File: config.mk
export PLATFORM = sky130hd
export DESIGN_NAME = br_resolve_unit
export DESIGN_NICKNAME = d
export VERILOG_FILES = /design/src/rtl/br_resolve_unit.sv
export SDC_FILE = /design/constraint.sdc
export NUM_CORES = 1
export LEC_CHECK = 0
export BUFFER_PORTS_ARGS = -buffer_cell sky130_fd_sc_hd__buf_4
export CELL_PAD_IN_SITES_DETAIL_PLACEMENT = 0
export CELL_PAD_IN_SITES_GLOBAL_PLACEMENT = 2
export CORE_MARGIN = 10
export CORE_UTILIZATION = 27
export CTS_CLUSTER_DIAMETER = 80
export CTS_CLUSTER_SIZE = 16
export DETAILED_ROUTE_END_ITERATION = 16
export PLACE_DENSITY_LB_ADDON = 0.12
export SLEW_MARGIN = 20
export SYNTH_ARGS = -nofsm -noshare
export SYNTH_HDL_FRONTEND = slang
export SYNTH_SLANG_ARGS = --single-unit
File: constraint.sdc
create_clock -name clock -period 9.15 [get_ports clock]
set_input_delay 0.915 -clock clock [delete_from_list [all_inputs] [get_ports clock]]
set_output_delay 0.915 -clock clock [all_outputs]
set_load 0.005 [all_outputs]
File: src/rtl/br_resolve_unit.sv
// Branch resolution unit.
// Collects per-port branch resolution info and produces:
//   b1 : same-cycle resolve / mispredict tag masks (combinational)
//   b2 : registered oldest surviving mispredict with its payload
//   redirect_pending : a redirect is outstanding until the frontend acks it
// Ports:
//   clock, reset              - clock, synchronous active-high reset
//   brinfo_*                  - per-port resolution info, port i in slice i
//   rob_head_idx              - oldest ROB entry, reference point for age
//   redirect_ack, flush       - frontend redirect done, ROB exception flush
//   b1_resolve_mask / b1_mispredict_mask - combinational tag masks
//   b2_*                      - registered selected branch
//   redirect_pending          - redirect outstanding
module br_resolve_unit #(
   parameter int unsigned NUM_BR = 2,
   parameter int unsigned MAX_BR = 20,
   parameter int unsigned ROB_W  = 7
) (
   input  logic                      clock,
   input  logic                      reset,
   input  logic [NUM_BR-1:0]         brinfo_valid,
   input  logic [NUM_BR-1:0]         brinfo_mispredict,
   input  logic [NUM_BR-1:0]         brinfo_taken,
   input  logic [NUM_BR*MAX_BR-1:0]  brinfo_br_mask,
   input  logic [NUM_BR*5-1:0]       brinfo_br_tag,
   input  logic [NUM_BR*ROB_W-1:0]   brinfo_rob_idx,
   input  logic [NUM_BR*6-1:0]       brinfo_ftq_idx,
   input  logic [NUM_BR*6-1:0]       brinfo_pc_lob,
   input  logic [NUM_BR*5-1:0]       brinfo_ldq_idx,
   input  logic [NUM_BR*5-1:0]       brinfo_stq_idx,
   input  logic [NUM_BR*3-1:0]       brinfo_cfi_type,
   input  logic [NUM_BR*2-1:0]       brinfo_pc_sel,
   input  logic [NUM_BR*21-1:0]      brinfo_target_offset,
   input  logic [ROB_W-1:0]          rob_head_idx,
   input  logic                      redirect_ack,
   input  logic                      flush,
   output logic [MAX_BR-1:0]         b1_resolve_mask,
   output logic [MAX_BR-1:0]         b1_mispredict_mask,
   output logic                      b2_valid,
   output logic                      b2_mispredict,
   output logic [4:0]                b2_br_tag,
   output logic [ROB_W-1:0]          b2_rob_idx,
   output logic [5:0]                b2_ftq_idx,
   output logic [5:0]                b2_pc_lob,
   output logic [4:0]                b2_ldq_idx,
   output logic [4:0]                b2_stq_idx,
   output logic [2:0]                b2_cfi_type,
   output logic [1:0]                b2_pc_sel,
   output logic [20:0]               b2_target_offset,
   output logic                      b2_taken,
   output logic                      redirect_pending
);

   localparam int unsigned TAG_W   = 5;
   localparam int unsigned FTQ_W   = 6;
   localparam int unsigned LOB_W   = 6;
   localparam int unsigned LSQ_W   = 5;
   localparam int unsigned CFI_W   = 3;
   localparam int unsigned PCSEL_W = 2;
   localparam int unsigned TOFF_W  = 21;

   typedef struct packed {
      logic               taken;
      logic [TAG_W-1:0]   br_tag;
      logic [ROB_W-1:0]   rob_idx;
      logic [FTQ_W-1:0]   ftq_idx;
      logic [LOB_W-1:0]   pc_lob;
      logic [LSQ_W-1:0]   ldq_idx;
      logic [LSQ_W-1:0]   stq_idx;
      logic [CFI_W-1:0]   cfi_type;
      logic [PCSEL_W-1:0] pc_sel;
      logic [TOFF_W-1:0]  target_offset;
   } payload_t;

   typedef enum logic {ST_IDLE = 1'b0, ST_PENDING = 1'b1} state_t;

   state_t            state_q, state_d;
   logic [ROB_W-1:0]  pending_rob_idx_q, pending_rob_idx_d;
   payload_t          b2_pl_q, b2_pl_d;
   logic              b2_valid_q, b2_valid_d;
   logic              b2_mispredict_q, b2_mispredict_d;

   payload_t          port_pl   [NUM_BR];
   logic [ROB_W-1:0]  port_age  [NUM_BR];
   logic [NUM_BR-1:0] port_cand;
   payload_t          sel_pl, old_pl;
   logic [ROB_W-1:0]  sel_age, old_age, pending_age;
   logic              sel_found, old_found, accept;

   // Unpack per-port fields and compute age relative to the ROB head
   always_comb begin
      for (int unsigned i = 0; i < NUM_BR; i++) begin
         port_pl[i].taken         = brinfo_taken[i];
         port_pl[i].br_tag        = brinfo_br_tag[i*TAG_W +: TAG_W];
         port_pl[i].rob_idx       = brinfo_rob_idx[i*ROB_W +: ROB_W];
         port_pl[i].ftq_idx       = brinfo_ftq_idx[i*FTQ_W +: FTQ_W];
         port_pl[i].pc_lob        = brinfo_pc_lob[i*LOB_W +: LOB_W];
         port_pl[i].ldq_idx       = brinfo_ldq_idx[i*LSQ_W +: LSQ_W];
         port_pl[i].stq_idx       = brinfo_stq_idx[i*LSQ_W +: LSQ_W];
         port_pl[i].cfi_type      = brinfo_cfi_type[i*CFI_W +: CFI_W];
         port_pl[i].pc_sel        = brinfo_pc_sel[i*PCSEL_W +: PCSEL_W];
         port_pl[i].target_offset = brinfo_target_offset[i*TOFF_W +: TOFF_W];
         port_age[i] = ROB_W'(brinfo_rob_idx[i*ROB_W +: ROB_W] - rob_head_idx);
      end
   end

   // b1 tag masks, unfiltered by dependency
   always_comb begin
      b1_resolve_mask    = '0;
      b1_mispredict_mask = '0;
      for (int unsigned i = 0; i < NUM_BR; i++) begin
         if (brinfo_valid[i])
            b1_resolve_mask = b1_resolve_mask | (MAX_BR'(1) << port_pl[i].br_tag);
         if (brinfo_valid[i] && brinfo_mispredict[i])
            b1_mispredict_mask = b1_mispredict_mask | (MAX_BR'(1) << port_pl[i].br_tag);
      end
   end

   // Drop mispredicts that depend on another branch mispredicting this cycle
   always_comb begin
      for (int unsigned i = 0; i < NUM_BR; i++) begin
         port_cand[i] = brinfo_valid[i] && brinfo_mispredict[i] &&
                        ((brinfo_br_mask[i*MAX_BR +: MAX_BR] & b1_mispredict_mask) == '0);
      end
   end

   // Oldest candidate and oldest valid port; strict compare keeps lower index on ties
   always_comb begin
      sel_found = 1'b0;
      sel_age   = '0;
      sel_pl    = '0;
      old_found = 1'b0;
      old_age   = '0;
      old_pl    = '0;
      for (int unsigned i = 0; i < NUM_BR; i++) begin
         if (port_cand[i] && (!sel_found || port_age[i] < sel_age)) begin
            sel_found = 1'b1;
            sel_age   = port_age[i];
            sel_pl    = port_pl[i];
         end
         if (brinfo_valid[i] && (!old_found || port_age[i] < old_age)) begin
            old_found = 1'b1;
            old_age   = port_age[i];
            old_pl    = port_pl[i];
         end
      end
   end

   assign pending_age = ROB_W'(pending_rob_idx_q - rob_head_idx);
   assign accept      = sel_found && (state_q == ST_IDLE || sel_age < pending_age);

   // Next-state and b2 next values; flush overrides accept and ack
   always_comb begin
      state_d           = state_q;
      pending_rob_idx_d = pending_rob_idx_q;
      b2_pl_d           = b2_pl_q;
      b2_valid_d        = (|brinfo_valid) && !flush;
      b2_mispredict_d   = accept && !flush;
      if (accept)
         b2_pl_d = sel_pl;
      else if (old_found)
         b2_pl_d = old_pl;
      if (flush) begin
         state_d = ST_IDLE;
      end else if (accept) begin
         state_d           = ST_PENDING;
         pending_rob_idx_d = sel_pl.rob_idx;
      end else if (state_q == ST_PENDING && redirect_ack) begin
         state_d = ST_IDLE;
      end
   end

   // State and b2 registers
   always_ff @(posedge clock) begin
      if (reset) begin
         state_q           <= ST_IDLE;
         pending_rob_idx_q <= '0;
         b2_pl_q           <= '0;
         b2_valid_q        <= 1'b0;
         b2_mispredict_q   <= 1'b0;
      end else begin
         state_q           <= state_d;
         pending_rob_idx_q <= pending_rob_idx_d;
         b2_pl_q           <= b2_pl_d;
         b2_valid_q        <= b2_valid_d;
         b2_mispredict_q   <= b2_mispredict_d;
      end
   end

   assign b2_valid         = b2_valid_q;
   assign b2_mispredict    = b2_mispredict_q;
   assign b2_br_tag        = b2_pl_q.br_tag;
   assign b2_rob_idx       = b2_pl_q.rob_idx;
   assign b2_ftq_idx       = b2_pl_q.ftq_idx;
   assign b2_pc_lob        = b2_pl_q.pc_lob;
   assign b2_ldq_idx       = b2_pl_q.ldq_idx;
   assign b2_stq_idx       = b2_pl_q.stq_idx;
   assign b2_cfi_type      = b2_pl_q.cfi_type;
   assign b2_pc_sel        = b2_pl_q.pc_sel;
   assign b2_target_offset = b2_pl_q.target_offset;
   assign b2_taken         = b2_pl_q.taken;
   assign redirect_pending = (state_q == ST_PENDING);

endmodule

==> summary.txt, run 1 <==
Timing
  • Clock Skew: 0.007949 ns
  • Slew @ Worst Pin: about 1.1 ns
  • Fin crit share: ~84%
  • Fmax: around 130 MHz
  • Final setup viols: 0
  • Slew Limit Fails: 0
  • Final hold vios: 0
  • Slew margin rel.: ~29%
  • RSZ-0062 raised after global routing: no
  • Minimum clock period: around 7.7 ns
  • Final setup TNS: 0 ns

Place
  • Dpl hpwl: between 20 and 25 mm
  • Dpl cells: roughly 1400
  • Port-buffer cells: 280
  • GPL Wtd Cong: between 0.8 and 0.9

Yosys
  • Syn Area/Cell: ~7.6 um2
  • Syn Inst Count: 894
  • Sequential area share after synthesis: a little over a fifth
  • Post-synth top area cell: dfxtp_1
  • Top FF cell, synth: dfxtp_1
  • Post-synthesis register bit count: 71
  • Post-synth top area share: 20.88%
  • Syn nets: 1110
  • Count of different cell masters after synthesis: 61
  • Mapped Area: slightly below 7000 um2
  • Yosys warns: 0
  • Ys async rst share: 0%
  • Synth top area cells: dfxtp_1 21%, and3_1 11%, a21oi_1 7.7%
  • EDFF count, synth: 0

Clock network
  • CTS H-tree depth: 3
  • Clock Sinks: 71
  • Post CTS Setup Buffer Count: 0
  • Post-cts sizing count: 0
  • Root buffer cell: clkbuf_16
  • Worst skew pair latency: around 0.35 ns
  • TritonCTS clock tree: yes
  • Clock slew at reported path FFs: approximately 0.070 ns
  • Cts hold-fix bufs: 0
  • Num CTS Buffers: 9
  • CTS Buffer Depth: 2

Worst setup path
  • Max FO, Critical Path: 38
  • Worst setup EP type: register
  • Crit path max-delay cell type: o221a_2
  • Arrival time worst endpoint: ~8 ns
  • Most used cell, CP: a21o_1
  • Critical path class: input port to register
  • Crit path cell chain: buf_4 -> nand4b_1 -> o22ai_1 -> a221oi_1 -> nand4_1 -> or2_1 -> nor3_4 -> buf_4 -> nand2_1 -> ha_1 -> a2111oi_0 -> o21ai_0 -> and2_1 -> a311oi_4 -> o21ai_0 -> ha_1 -> a21o_1 -> a21o_1 -> a21o_1 -> a21oi_1 -> o221a_2 -> nand2_1 -> a211o_1
  • Type of origin of the critical path: input port
  • Slowest stage delay, CP: about 0.8 ns
  • WP data required: roughly 9.4 ns

Run status
  • Outcome: finished clean

GRT
  • Largest net degree at the start of global routing: 89
  • Initial antenna violation count: 0
  • First-pass GRT wire length: 48.85 mm
  • Vias in the first global route: between 7000 and 8000
  • Global Route Usage Sum: 19.46%
  • GRT Residual Overflow: 0

Floorplan
  • Die area: around 32000 um2
  • Core Area: 24960 um2
  • Initial Util: a little over a quarter
  • I/O pin count: roughly 280
  • # rows: 58
  • Die height: roughly 180 um
  • Die span in x: 178.8 um

Routing
  • Via count: a little under 8000
  • TritonRoute pass-1 iters: 5
  • Post-DRT Antenna Nets: 0
  • DRC viols: 0
  • WL final: 32.95 mm
  • Per-cell routed wire length: around 23 um
  • Vias per cell: 5.499
  • Iter 0 DRT Violations: 625

Power
  • Leakage: 4.627 nW
  • Pwr/cell area: about 140 nW/um2
  • Max VDD drop: between 0.0001 and 0.00015 V

Final layout
  • Layout filler cell count: roughly 2700
  • Area delta synth->final: 37.26%
  • Final cell count without fillers: roughly 1400
  • Layout cells sized above 1: between 20% and 30%
  • Nets@finish: roughly 1300
  • Inserted Diodes: 0

Min path
  • Class of the worst hold path: register to register

Job
  • Max_cap viols: 0
-- metrics by stage --
stage                     instance area (um2)  hold slack, ns  utilization (%)  power [W]  worst slack, ns
final                                    9343          0.4625            37.42   0.001279            1.483
after global routing                     9343          0.4958            37.42   0.001358           0.8319
after CTS                                9343          0.4700            37.42   0.001296            1.378
after detailed placement                 9022          0.4624            36.14  0.0008980            1.008
after global placement                   9022          0.4583            36.14  0.0009008            1.200
after floorplan                          6807          0.4385                -  0.0006669            2.514
-- metal layers --
| layer | up-vias | track usage (%) | routed length (um) |
|---|---|---|---|
| met4 | 0 | 3.824 | 315 |
| met2 | 308 | 31.15 | 15000 |
| met1 | 3679 | 25.79 | 15040 |
| li1 | 3866 | - | - |
| met5 | - | 0 | 0 |
| met3 | 16 | 5.139 | 2596 |
-- registers in the layout, summed over array words and instances (netlist names) --
signal and flops:
b2_br_tag 5, b2_cfi_type 3, b2_ftq_idx 6, b2_ldq_idx 5
b2_mispredict 1, b2_pc_lob 6, b2_pc_sel 2, b2_rob_idx 7
b2_stq_idx 5, b2_taken 1, b2_target_offset 21, b2_valid 1
pending_rob_idx_q 7, redirect_pending 1
-- cells in the mapped netlist (8+ instances only) --
cell / number
nor2_1: 11
a211oi_1: 32
inv_1: 17
ha_1: 36
o22ai_1: 31
a21o_1: 18
xnor2_1: 12
buf_2: 27
nand3_1: 37
clkbuf_1: 63
mux2i_1: 25
nor4_1: 24
o21ai_0: 15
nand2_1: 69
a21oi_1: 105
o32ai_1: 8
a211o_1: 27
dfxtp_1: 71
a22oi_1: 14
a221o_1: 27
and3_1: 117
-- critical path, delay by kind of cell --
| kind | cells | cell delay, ns |
|---|---|---|
| compound gates | 12 | 3.70 |
| fa+ha+maj | 2 | 0.53 |
| buf+inv | 2 | 0.70 |
| simple gates | 7 | 2.04 |
-- final cells by class --
cell class                      count  area (um2)  share of cell area [%]
Sequential cell                    71        1421                   15.21
Multi-Input combinational cell    706        4943                   52.91
Inverter                           18       67.56                  0.7232
Timing Repair Buffer              290        2177                   23.30
Tap cell                          330       412.9                   4.419
Clock buffer                        9       225.2                   2.411
Clock inverter                      7       95.09                   1.018
-- cell usage in the layout, fill, tap and decap left out, drive strengths merged, types with 15 or more instances in the layout --
master  count
o22ai      32
nand2      70
a21o       18
and3      117
a21oi     106
dfxtp      71
buf       290
o21ai      15
ha         36
nand3      37
inv        19
nor4       24
a221o      27
a211oi     32
mux2i      25
a211o      27
-- where the power goes --
group          internal, W  leakage [nW]  switching [W]
logic             0.000233          3.89       0.000285
clock network     0.000240         0.156       0.000153
registers         0.000345         0.585      0.0000231
total             0.000818          4.63       0.000461
-- worst paths after layout --
check	from	end	slack (ns)	cells after the start
worst max-delay path	brinfo_valid[0]	b2_rob_idx[5]	1.48	23
worst min-delay path	pending_rob_idx_q[0]	pending_rob_idx_q[0]	0.46	2
worst max register to register	pending_rob_idx_q[0]	b2_target_offset[6]	4.77	17
worst min register to register	pending_rob_idx_q[0]	pending_rob_idx_q[0]	0.46	2
-- cell families after synthesis --
group	synth area share, %
xor+xnor	2.316
buf+inv	7.279
compound gates	33.24
fa+ha+maj	7.500
mux	3.676
simple gates	25.11
flops	20.88
Note: power is estimated with default switching activity, not from simulation.
==> run 2, diff against run 1 <==
==> constraint.sdc (replaced) <==
create_clock -name clock -period 7.75 [get_ports clock]
set_input_delay 0.775 -clock clock [delete_from_list [all_inputs] [get_ports clock]]
set_output_delay 0.775 -clock clock [all_outputs]
set_load 0.005 [all_outputs]
==> run 2 against run 1 <==
  * First-iteration DRC count is 6.2% higher
  * Utilization rose by 0.12 points
  * Total power rose by 15%
  * Critical path type unchanged
  * Sequential power up 17%
==> summary.txt, run 2 (synthesized netlist as in run 1, its figures left out) <==
Floorplan
  • Die area: 31960 um2 (unchanged)
  • Die span in x: 178.8 um (unchanged)
  • # rows: 58 (unchanged)
  • Die height: 178.8 um (unchanged)
  • Initial Util: 27.27% (unchanged)
  • I/O pin count: 281 (unchanged)
  • Core Area: 24960 um2 (unchanged)

Timing
  • Final setup TNS: 0 ns (unchanged)
  • RSZ-0062 raised after global routing: no
  • Minimum clock period: 6.789 ns
  • Post-route setup slack: 0.9615 ns (-0.5216 ns)
  • Slew Limit Fails: 0 (unchanged)
  • Clock Skew: 0.01023 ns (+0.002284 ns)
  • Fmax: around 150 MHz
  • Slew @ Worst Pin: 0.9828 ns (-0.08813 ns)
  • Final hold vios: 0 (unchanged)
  • Final setup viols: 0 (unchanged)
  • Slew margin rel.: 34.31% (+5.7 points)
  • Fin crit share: between 80% and 90%

Worst setup path
  • Arrival time worst endpoint: 7.03 ns (-0.88 ns)
  • Stages on worst setup path: 25 (+8.7%)
  • Critical path buffers and inverters: 3 (+1)
  • Worst setup EP type: register
  • Crit-path leading delay family: compound AO/OA/AOI/OAI gates
  • Slowest stage delay, CP: 0.47 ns (-0.33 ns)
  • Type of origin of the critical path: input port
  • Critical path class: input port to register
  • R2r worst-path depth: 17 (unchanged)
  • Crit path max-delay cell type: or3_1
  • Max FO, Critical Path: 32 (-16%)
  • WP data required: 8.00 ns (-1.39 ns)

Clock network
  • Worst skew pair latency: 0.34 ns (about the same)
  • Post-cts sizing count: 0 (unchanged)
  • CTS Buffer Depth: 2 (unchanged)
  • Root buffer cell: clkbuf_16
  • Cts hold-fix bufs: 0 (unchanged)
  • TritonCTS clock tree: yes
  • Num CTS Buffers: 9 (unchanged)
  • Clock Sinks: 71 (unchanged)
  • Post CTS Setup Buffer Count: 0 (unchanged)
  • CTS H-tree depth: 3 (unchanged)
  • Clock slew at reported path FFs: 0.07 ns (about the same)

Min path
  • WHS Path Cells: 2 (unchanged)
  • Class of the worst hold path: register to register

GRT
  • Largest net degree at the start of global routing: 75 (-16%)
  • Initial antenna violation count: 2 (+2)
  • Global Route Usage Sum: 19.64% (+0.18 points)
  • First-pass GRT wire length: 49.27 mm (+0.86%)
  • Vias in the first global route: 7995 (+0.10%)
  • GRT Residual Overflow: 0 (unchanged)

Routing
  • Vias per cell: 5.527 (+0.51%)
  • DRC viols: 0 (unchanged)
  • Via count: 7953 (+1.1%)
  • Per-cell routed wire length: 23.00 um (-0.12%)
  • Iter 0 DRT Violations: 664 (+6.2%)
  • TritonRoute pass-1 iters: 5 (unchanged)
  • Post-DRT Antenna Nets: 0 (unchanged)
  • WL final: 33.10 mm (+0.44%)

Run status
  • Outcome: finished clean

Place
  • GPL Wtd Cong: 0.8498 (+2.2%)
  • Worst setup slack after placement: 0.6429 ns (-0.3652 ns)
  • Port-buffer cells: 280 (unchanged)
  • Dpl hpwl: 24.13 mm (+1.7%)

Final layout
  • Layout cells sized above 1: 30.42% (+0.44 points)
  • Commonest non-fill, non-tap cell in the layout: buf_4
  • Nets@finish: 1319 (+0.53%)
  • Max reg flops: 21 (unchanged)
  • Util after Layout: 37.54% (+0.12 points)
  • Area delta synth->final: 37.68%
  • Most frequent cells in the layout: 297 x buf_4, 117 x and3_1, 105 x a21oi_1

Power
  • Pwr/cell area: 157.3 nW/um2 (+15%)
  • Leakage: 4.645 nW (+0.38%)
  • Max VDD drop: 0.00009598 V (-11%)

Job
  • Max_cap viols: 0 (unchanged)
run 2: worst reg2reg max path: stages, from the launching register on:
cell and delay, ns:
dfxtp_1 0.32, inv_1 0.06, ha_1 0.13, inv_1 0.06, fa_1 0.39, a21o_1 0.18
a21oi_1 0.21, o21bai_1 0.09, a21oi_1 0.17, xnor2_1 0.09, ha_1 0.31, nand3_1 0.10
inv_1 0.06, nand3_1 0.10, or2_2 0.33, o221a_2 0.28, a21oi_4 0.66, a221oi_1 0.20
run 2: worst paths after layout:
check	slack (ns)	to	startpoint
worst min register to register	0.48	pending_rob_idx_q[0]	pending_rob_idx_q[0]
worst max-delay path	0.96	pending_rob_idx_q[1]	brinfo_valid[0]
worst min-delay path	0.48	pending_rob_idx_q[0]	pending_rob_idx_q[0]
worst max register to register	3.85	b2_pc_sel[1]	pending_rob_idx_q[0]
run 2: layer usage:
metal | vias up | GRT usage (%) | routed length [um]
met5 | - | 0 | 13
met4 | 2 | 4.065 | 450
met3 | 26 | 5.413 | 2532
met2 | 306 | 31.12 | 14760
met1 | 3741 | 26.09 | 15340
li1 | 3878 | - | -
run 2: where the power goes:
group	switching, W	internal [W]	total [W]
registers	0.0000251	0.000407	0.000432
logic	0.000341	0.000279	0.000620
clock network	0.000184	0.000237	0.000421
run 2: cell type report:
cell class / count / area (um2)
diodes: 1 / 2.502
multi-input cells: 706 / 4943
clock inverters: 5 / 41.29
well taps: 330 / 412.9
clock buffers: 11 / 252.7
repair buffers: 297 / 2230
fillers: 2707 / 15590
flip-flops and latches: 71 / 1421
inverters: 18 / 67.56
run 2: through the flow:
stage | hold WS, ns | cell area (um2) | cells | power [W]
6_report | 0.4818 | 9371 | 1439 | 0.001474
5_1_grt | 0.5261 | 9369 | 1438 | 0.001570
4_1_cts | 0.4957 | 9369 | 1438 | 0.001492
3_5_place_dp | 0.4868 | 9075 | 1422 | 0.001063
3_3_place_gp | 0.4703 | 9075 | 1422 | 0.001068
2_1_floorplan | 0.4385 | 6807 | 894 | 0.0007874
==> run 3, diff against run 2 <==
--- a/config.mk
+++ b/config.mk
@@ -10,9 +10,10 @@
 export CELL_PAD_IN_SITES_GLOBAL_PLACEMENT = 2
 export CORE_MARGIN = 10
 export CORE_UTILIZATION = 27
-export CTS_CLUSTER_DIAMETER = 80
+export CTS_CLUSTER_DIAMETER = 40
 export CTS_CLUSTER_SIZE = 16
 export DETAILED_ROUTE_END_ITERATION = 16
+export GPL_TIMING_DRIVEN = 0
 export PLACE_DENSITY_LB_ADDON = 0.12
 export SLEW_MARGIN = 20
 export SYNTH_ARGS = -nofsm -noshare
==> run 3 against run 2 <==
  * Critical path depth grew 4
  * Register-to-register slack gained 0.09 ns
  * Die area is the same
  * Clock skew shrank 0.0034 ns
  * Global-route usage grew 0.40 points
  * Clock power grew 6.7%
  * Cell count grew 5.0%
  * Worst hold slack lost 0.015 ns
  * Sequential power is essentially flat
  * Sequential cell count is the same
  * Design area grew 2.3%
  * Critical path type unchanged
  * Largest cell class unchanged
==> summary.txt, run 3 (synthesized netlist as in run 1, its figures left out) <==
Place
  • Dpl cells: 1494 (+5.1%)
  • Cell Area, Placed: 9246 um2 (+1.9%)
  • Dpl hpwl: 26.77 mm (+11%)
  • Port-buffer cells: 270 (-3.6%)
  • GPL Wtd Cong: 0.8121 (-4.4%)

Timing
  • Minimum clock period: 7.268 ns (+0.4797 ns)
  • Final setup viols: 0 (unchanged)
  • Final hold vios: 0 (unchanged)
  • RSZ-0062 raised after global routing: no
  • Fmax: 137.6 MHz (-6.6%)
  • Slew @ Worst Pin: 0.8637 ns (-0.1191 ns)
  • Slew margin rel.: 41.69% (+7.4 points)
  • Fin crit share: 93.78% (+6.2 points)
  • Clock Skew: 0.006805 ns (-0.003428 ns)
  • Slew Limit Fails: 0 (unchanged)
  • Min Hold Slack: 0.4665 ns (-0.01526 ns)

Floorplan
  • # rows: 58 (unchanged)
  • Die area: 31960 um2 (unchanged)
  • Die height: 178.8 um (unchanged)
  • Core Area: 24960 um2 (unchanged)
  • Die span in x: 178.8 um (unchanged)
  • I/O pin count: 281 (unchanged)
  • Initial Util: 27.27% (unchanged)

GRT
  • Initial antenna violation count: 3 (+1)
  • Largest net degree at the start of global routing: 12 (-84%)
  • GRT Residual Overflow: 0 (unchanged)
  • First-pass GRT wire length: 49.80 mm (+1.1%)
  • Vias in the first global route: 8170 (+2.2%)
  • Global Route Usage Sum: 20.04% (+0.40 points)

Final layout
  • Util after Layout: 38.40% (+0.86 points)
  • Final Instance Area: 9585 um2 (+2.3%)
  • Layout cells sized above 1: 28.90% (-1.5 points)
  • Layout filler cell count: 2672 (-1.3%)
  • Max reg flops: 21 (unchanged)
  • Nets@finish: 1393 (+5.6%)
  • Area delta synth->final: 40.83%
  • Commonest non-fill, non-tap cell in the layout: buf_4
  • Most frequent cells in the layout: 278 x buf_4, 117 x and3_1, 104 x a21oi_1
  • Final cell count without fillers: 1511 (+5.0%)

Min path
  • Class of the worst hold path: register to register
  • Min-Delay Endpoint: pending_rob_idx_q[0]
  • WHS Path Cells: 2 (unchanged)
  • HP Start: pending_rob_idx_q[0]

Routing
  • Iter 0 DRT Violations: 657 (-1.1%)
  • Vias per cell: 5.449 (-1.4%)
  • TritonRoute pass-1 iters: 5 (unchanged)
  • WL final: 33.99 mm (+2.7%)
  • Per-cell routed wire length: 22.50 um (-2.2%)
  • Via count: 8233 (+3.5%)
  • Post-DRT Antenna Nets: 0 (unchanged)
  • DRC viols: 0 (unchanged)

Worst setup path
  • RR Startpoint: pending_rob_idx_q[0]
  • Slowest stage delay, CP: 0.38 ns (-0.09 ns)
  • Crit path max-delay cell type: a311oi_1
  • Worst reg-to-reg setup slack: 3.94 ns (+0.09 ns)
  • Worst R2R End: b2_pc_sel[1]
  • WP data required: 7.98 ns (-0.02 ns)
  • Type of origin of the critical path: input port
  • Worst setup EP type: register
  • Max FO, Critical Path: 10 (-69%)
  • R2r worst-path depth: 19 (+2)
  • Critical path class: input port to register
  • Worst Setup SP: brinfo_br_tag[6]
  • Most used cell, CP: a21o_1
  • Arrival time worst endpoint: 7.50 ns (+0.47 ns)

Power
  • Max VDD drop: 0.00009520 V (-0.82%)
  • Leakage: 4.745 nW (+2.2%)
  • Pwr/cell area: 158.1 nW/um2 (+0.51%)

Clock network
  • Root buffer cell: clkbuf_16
  • Clock slew at reported path FFs: 0.06 ns (about the same)
  • TritonCTS clock tree: yes
  • Num CTS Buffers: 9 (unchanged)
  • Worst skew pair latency: 0.35 ns (about the same)
  • Clock Sinks: 71 (unchanged)
  • CTS H-tree depth: 3 (unchanged)
  • CTS Buffer Depth: 2 (unchanged)

Job
  • Max_cap viols: 0 (unchanged)

Run status
  • Outcome: finished clean
run 3: changes by cell type in the layout (fill, tap and decap cells not counted), moves of 2 or more:
cell and change:
buf_1 +2, nor2_1 +2, clkbuf_1 +60, bufinv_16 +2, clkinv_4 -2, buf_2 +26
clkbuf_8 -2, buf_4 -19, clkbuf_4 +2, clkbuf_2 +4
run 3: worst max-delay path by stage:
stage / slack [ns] / to / depth (start not counted)
6_report: 0.48 / b2_target_offset[12] / 29
5_1_grt: 0.02 / b2_rob_idx[6] / 28
4_1_cts: 0.03 / b2_target_offset[12] / 28
3_5_place_dp: -0.59 / b2_target_offset[18] / 28
3_3_place_gp: -0.58 / b2_target_offset[18] / 27
2_1_floorplan: 1.25 / b2_target_offset[12] / 28
run 3: final cells by class:
type / count / area, um2 / area share, %
plain buffers: 99 / 439.2 / 4.582
multi-input cells: 706 / 4898 / 51.10
diodes: 1 / 2.502 / 0.02611
well taps: 330 / 412.9 / 4.308
clock buffers: 10 / 229.0 / 2.389
repair buffers: 272 / 2042 / 21.30
inverters: 18 / 67.56 / 0.7049
flip-flops and latches: 71 / 1421 / 14.83
clock inverters: 4 / 72.57 / 0.7571
run 3: power by group:
part,total [W],switching (W),internal (W)
registers,0.000434,0.0000266,0.000407
logic,0.000632,0.000345,0.000287
clock network,0.000449,0.000171,0.000278
run 3: per-stage QoR:
stage               setup TNS, ns  total power, W  worst slack, ns
floorplan                       0       0.0007874            1.254
global placement           -31.70        0.001071          -0.5761
detailed placement         -32.16        0.001071          -0.5919
CTS                             0        0.001529          0.03071
global route                    0        0.001609          0.01916
finish                          0        0.001515           0.4818
run 3: timing repair:
| action | CTS | global route |
|---|---|---|
| hold buffers | 0 | 0 |
| buffers inserted | 0 | 2 |
| gates resized for setup | 2 | 11 |
| pin swaps | 0 | 1 |
| endpoints found under the hold margin | 0 | 0 |
| setup endpoints to repair | 58 | 70 |
run 3: layer usage:
layer / share of wire, % / vias to the layer above / global-route usage [%]
met1: 45 / 3852 / 26.60
li1: - / 4026 / -
met5: 0.097 / - / 0
met4: 1.0 / 4 / 3.238
met2: 45 / 329 / 32.18
met3: 8.2 / 22 / 5.518
run 3: worst max-delay path, delay by kind of cell:
family	cells	cell delay (ns)
fa+ha+maj	2	0.61
compound gates	13	2.93
buf+inv	7	1.79
simple gates	7	1.36
